===== src/rtl/prog_loader.sv =====
// Switch-driven program loader: assembles 8-bit words from nibble pairs into a 16x8 program memory.
// Optional running checksum on chk is enabled by defining LOADER_CHECKSUM_EN.
module prog_loader (
  input  logic       clk,
  input  logic       reset,
  input  logic       load_mode,
  input  logic [3:0] nib_in,
  input  logic       nib_stb,
  input  logic [3:0] adrs,
  output logic [7:0] dat_out,
  output logic [3:0] wr_ptr,
  output logic       cpu_hold,
  output logic       done,
  output logic [7:0] chk
);

  typedef enum logic [2:0] {IDLE, HI, LO, WR, DONE} state_t;

  state_t     state_q, state_d;
  logic [7:0] word_q, word_d;
  logic [3:0] wr_ptr_q, wr_ptr_d;
  logic [7:0] mem_q [16];
  logic [7:0] mem_d [16];
  logic [7:0] dat_out_q;
  logic       cpu_hold_q, done_q;
  logic       block_q, block_d;

  always_comb begin
    state_d  = state_q;
    word_d   = word_q;
    wr_ptr_d = wr_ptr_q;
    mem_d    = mem_q;
    case (state_q)
      IDLE: begin
        if (load_mode && !block_q) begin
          state_d  = HI;
          wr_ptr_d = 4'd0;
        end
      end
      HI: begin
        if (!load_mode) begin
          state_d = IDLE;
        end else if (nib_stb) begin
          word_d[7:4] = nib_in;
          state_d     = LO;
        end
      end
      LO: begin
        if (!load_mode) begin
          state_d = IDLE;
        end else if (nib_stb) begin
          word_d[3:0] = nib_in;
          state_d     = WR;
        end
      end
      WR: begin
        mem_d[wr_ptr_q] = word_q;
        if (!load_mode) begin
          state_d = IDLE;
        end else if (wr_ptr_q == 4'd15) begin
          state_d = DONE;
        end else begin
          wr_ptr_d = wr_ptr_q + 4'd1;
          state_d  = HI;
        end
      end
      DONE:    state_d = IDLE;
      default: state_d = IDLE;
    endcase
    // A completed load stays blocked until load_mode is seen low again.
    if (state_d == DONE) begin
      block_d = 1'b1;
    end else if (!load_mode) begin
      block_d = 1'b0;
    end else begin
      block_d = block_q;
    end
  end

  always_ff @(posedge clk) begin
    if (reset) begin
      state_q    <= IDLE;
      word_q     <= 8'h00;
      wr_ptr_q   <= 4'd0;
      dat_out_q  <= 8'h00;
      cpu_hold_q <= 1'b0;
      done_q     <= 1'b0;
      block_q    <= 1'b0;
      for (int i = 0; i < 16; i++) begin
        mem_q[i] <= 8'h00;
      end
    end else begin
      state_q    <= state_d;
      word_q     <= word_d;
      wr_ptr_q   <= wr_ptr_d;
      dat_out_q  <= mem_q[adrs];
      cpu_hold_q <= (state_d != IDLE);
      done_q     <= (state_d == DONE);
      block_q    <= block_d;
      mem_q      <= mem_d;
    end
  end

`ifdef LOADER_CHECKSUM_EN
  logic [7:0] chk_q, chk_d;

  always_comb begin
    chk_d = chk_q;
    if (state_q == IDLE && state_d == HI) begin
      chk_d = 8'h00;
    end else if (state_q == WR) begin
      chk_d = chk_q + word_q;
    end
  end

  always_ff @(posedge clk) begin
    if (reset) begin
      chk_q <= 8'h00;
    end else begin
      chk_q <= chk_d;
    end
  end

  assign chk = chk_q;
`else
  assign chk = 8'h00;
`endif

  assign dat_out  = dat_out_q;
  assign wr_ptr   = wr_ptr_q;
  assign cpu_hold = cpu_hold_q;
  assign done     = done_q;

endmodule


===== config.mk =====
export PLATFORM = sky130hd
export DESIGN_NAME = prog_loader
export DESIGN_NICKNAME = d
export VERILOG_FILES = /design/src/rtl/prog_loader.sv
export SDC_FILE = /design/constraint.sdc
export NUM_CORES = 1
export LEC_CHECK = 0
export BUFFER_PORTS_ARGS = -buffer_cell sky130_fd_sc_hd__buf_2
export CAP_MARGIN = 30
export CORE_MARGIN = 1.5
export CORE_UTILIZATION = 35
export CTS_BUF_LIST = sky130_fd_sc_hd__clkbuf_4
export CTS_CLUSTER_SIZE = 10
export DETAILED_ROUTE_END_ITERATION = 7
export GPL_ROUTABILITY_DRIVEN = 0
export SYNTH_ARGS = -nofsm -noshare
export SYNTH_HDL_FRONTEND = slang
export SYNTH_SLANG_ARGS = --single-unit

===== constraint.sdc =====
create_clock -name clk -period 2.9 [get_ports clk]
set_clock_uncertainty 0.2 [all_clocks]
set_input_delay 0.145 -clock clk [delete_from_list [all_inputs] [get_ports clk]]
set_output_delay 0.145 -clock clk [all_outputs]
set_load 0.005 [all_outputs]

==> flow_summary.toml <==
[worst_setup_path]
slowest_stage = "dfxtp_1"
reg2regPathDepth = 5
path_max_fanout = 13
reg2reg_to = "word_q[7]$_SDFFE_PP0P_"
crit_path_end_kind = "flip-flop"
critPathTopFamily = "flip-flops"
start_kind = "flip-flop"
critPathKind = "flip-flop to flip-flop"
rrSetupSlack_ns = 0.47
regToRegStartpoint = "state_q[0]$_SDFF_PP0_"
cpMostUsedCell = "nor2_1"
critPathBufInv = 1
arrival_ns = 2.67
path_cells = "nand3b_1 > nor2_1 > mux2i_1 > dlygate4sd3_1 > nor2_1"
worstPathRequired_ns = 3.15
cpPeakStageDelay_ns = 0.65

[drt]
drtIter0Drc = 446
firstDrtPassIters = 5
wirelength_microns = 17790
ant_nets = 0
drcViolationCount = 0
viasPerCell = 5.329
vias = 5361
wl_per_cell_microns = 17.69

[clock_network]
path_clk_slew_ns = 0.12
cts_resized = 0
cts_tree = "built"
htreeDepth = 4
insertion_delay_ns = 0.57
numCtsBuffers = 17
numClockSinks = 154
cts_root_buf = "clkbuf_4"
postCtsSetupRepairBufs = 0
cts_buffer_depth = 2

[die]
rows = 51
initial_core_util_pct = 35.60
die_x_microns = 143.7
pin_count = 34
die_h_microns = 143.7
core_sq_mm = 0.01946
dieArea_sq_mm = 0.02065

[hold_path]
hold_end = "dat_out[7]$_SDFF_PP0_"
min_from = "adrs[2]"
worstHoldPathType = "input port to flip-flop"
holdPathStages = 3

[yosys]
synth_top_family_by_area = "multiplexers"
synthesis.area_sq_mm = 0.006928
yosys_warnings = 0
synth-xor-area-share_pct = 0.1264
synth_compound_area_share_pct = 14.92
ys_seq_area_share_pct = 44.50
synth_area_leader_cell = "dfxtp_1"
avgSynthCellArea_sq_um = 9.622
synthSimpleGateAreaFrac_pct = 14.18
synthAdderAreaFrac_pct = 0.7224
synth_area_leaders = "dfxtp_1 (45%), mux2i_1 (11%), mux4_2 (5.9%)"
synth.mux.area_fraction_pct = 19.87
synth_top_area_share_pct = 44.50
ys_ff_latch = 154
synth_cell_types = 54
syn_inst = 720

[power]
p_leak_nw = 2.846
power.switching_mw = 0.8889
powerDensity_mw_per_mm2 = 514.2
pwr-share-seq_pct = 54.3
power.internal_mw = 3.044
p_clk_share_pct = 41.3
comb_power_share_pct = 4.3
p_sw_share_pct = 22.60
peakVddDrop_mv = 0.2428

[final_layout]
drive_above_1_share_pct = 15.00
syn_to_final_growth_pct = 10.40
fin_nets = 743

[timing]
setup-tns-final_ns = 0
setup_viol = 0
worst_slack_ns = 0.4736
slew_headroom_pct = 40.72
post-route-period-util_pct = 83.67
finalHoldViolCount = 0
fin_crit_ns = 2.426
fmax_ghz = 0.4121
worst_pin_slew_ns = 0.8880
slew_violations = 0
rsz0062_at_grt = "no"

[placed_design]
port_buffers = 25
hpwlAfterDp_microns = 11470
pre_cts_slack_ns = 0.7257

[grt]
grt_max_degree = 74
track_usage_pct = 18.33
grt_overflow_total = 0
grt_pass1_vias = 5043
grt_pass1_wl_microns = 28560
antenna_found_initial = 1

[status]
status = "finished clean"

[run]
max-cap-violations = 0
## sequential cells by signal, summed over array words and instances, names as in the netlist
name / cells
block_q: 1
mem_q: 128
cpu_hold: 1
state_q: 3
dat_out: 8
word_q: 8
wr_ptr: 4
done: 1
## per-layer routing
metal | share of wire [%] | track usage (%) | vias to the layer above
met5 | 0 | 0 | -
met4 | 1.8 | 6.445 | 0
met3 | 4.6 | 3.699 | 24
met2 | 46 | 27.96 | 132
met1 | 48 | 25.70 | 2645
li1 | - | - | 2560
## worst max-delay path by stage
stage,cells past startpoint,startpoint,endpoint,slack [ns]
after global routing,5,state_q[0]$_SDFF_PP0_,word_q[7]$_SDFFE_PP0P_,0.32
after CTS,5,state_q[0]$_SDFF_PP0_,word_q[7]$_SDFFE_PP0P_,0.50
final,5,state_q[0]$_SDFF_PP0_,word_q[7]$_SDFFE_PP0P_,0.47
after global placement,4,state_q[1]$_SDFF_PP0_,mem_q[87]$_SDFFE_PP0P_,0.76
after detailed placement,4,state_q[1]$_SDFF_PP0_,mem_q[87]$_SDFFE_PP0P_,0.73
after floorplan,5,wr_ptr[0]$_SDFFE_PP0P_,mem_q[17]$_SDFFE_PP0P_,1.12
## cell type report
| cell class | instances | area (sq um) |
|---|---|---|
| inverter | 3 | 11.26 |
| clock buffer | 18 | 135.1 |
| multi-input combinational | 500 | 3481 |
| antenna | 1 | 2.502 |
| tap | 265 | 331.6 |
| fill | 1976 | 11810 |
| timing repair buffer | 51 | 377.9 |
| sequential | 154 | 3083 |
| clock inverter | 14 | 226.5 |
## layout by cell type (no fill, tap or decap), types with 3 or more instances in the layout
cell type / count
clkinv_1: 3
bufinv_16: 6
and3_2: 3
nand3_4: 4
clkbuf_4: 18
a22oi_1: 7
a22o_1: 6
ha_1: 4
buf_4: 13
a21oi_1: 79
mux4_1: 8
nand2b_1: 4
and3_1: 4
nand2_1: 78
mux2i_1: 76
o21ai_0: 79
nor2_4: 3
dlygate4sd3_1: 12
nor2_2: 7
o22ai_1: 3
inv_1: 3
buf_2: 24
mux4_2: 18
nor2_1: 70
conb_1: 8
a221o_1: 6
dfxtp_1: 154
## worst register-to-register path, cell delays in order, from the launching register on
cell and delay, ns:
dfxtp_1 0.65, nand3b_1 0.17, nor2_1 0.44, mux2i_1 0.23, dlygate4sd3_1 0.57, nor2_1 0.04
## power groups by stage
stage	Clock [mW]	Sequential (mW)	Combinational, mW
2_1_floorplan	0	2.17	0.134
3_5_place_dp	0	2.18	0.160
5_1_grt	1.76	2.14	0.184
6_report	1.63	2.14	0.170
4_1_cts	1.66	2.14	0.170
3_3_place_gp	0	2.18	0.160
## cells in the mapped netlist, drive strengths merged
cell type	instances
nand4	2
dfxtp	154
nor4b	2
inv	3
conb	1
o21a	1
and3b	1
nor3	1
o22ai	3
nand4b	4
a31oi	2
nand2b	4
and2	1
mux4	26
buf	23
nand3b	1
ha	4
a21boi	1
and4	1
a22oi	7
and3	7
a31o	1
a211oi	2
nand3	6
xnor2	1
nor2	80
o21ai	79
a22o	6
nor2b	2
or2	1
and2b	2
a221o	6
o31ai	1
mux2i	76
or2b	1
nand2	78
a21oi	79
nor3b	2
or4	1
clkbuf	47
## stage by stage
step	area, sq um	hold WS, ns	total power, mW	util [%]	std cells
6_report	7649	0.1186	3.933	39.30	1006
3_5_place_dp	7164	0.2096	2.343	36.81	961
2_1_floorplan	6954	0.09223	2.306	-	727
4_1_cts	7646	0.1033	3.962	39.29	1005
3_3_place_gp	7164	0.2042	2.344	36.81	961
5_1_grt	7649	0.09711	4.087	39.30	1006
## cells by family after synthesis
logic type                 after synthesis
and+or+nand+nor                        197
AOI/OAI and AO/OA                      188
DFF                                    154
muxes                                  102
buffers and inverters                   73
adders and majority gates                4
other                                    1
xor gates and xnor gates                 1
## repair_timing
| item | 4_1_cts | 5_1_grt |
|---|---|---|
| setup endpoints to repair | 0 | 0 |
| hold buffers | 12 | 0 |
| hold endpoints to repair | 98 | 0 |
Power figures use the tool's default switching activity.
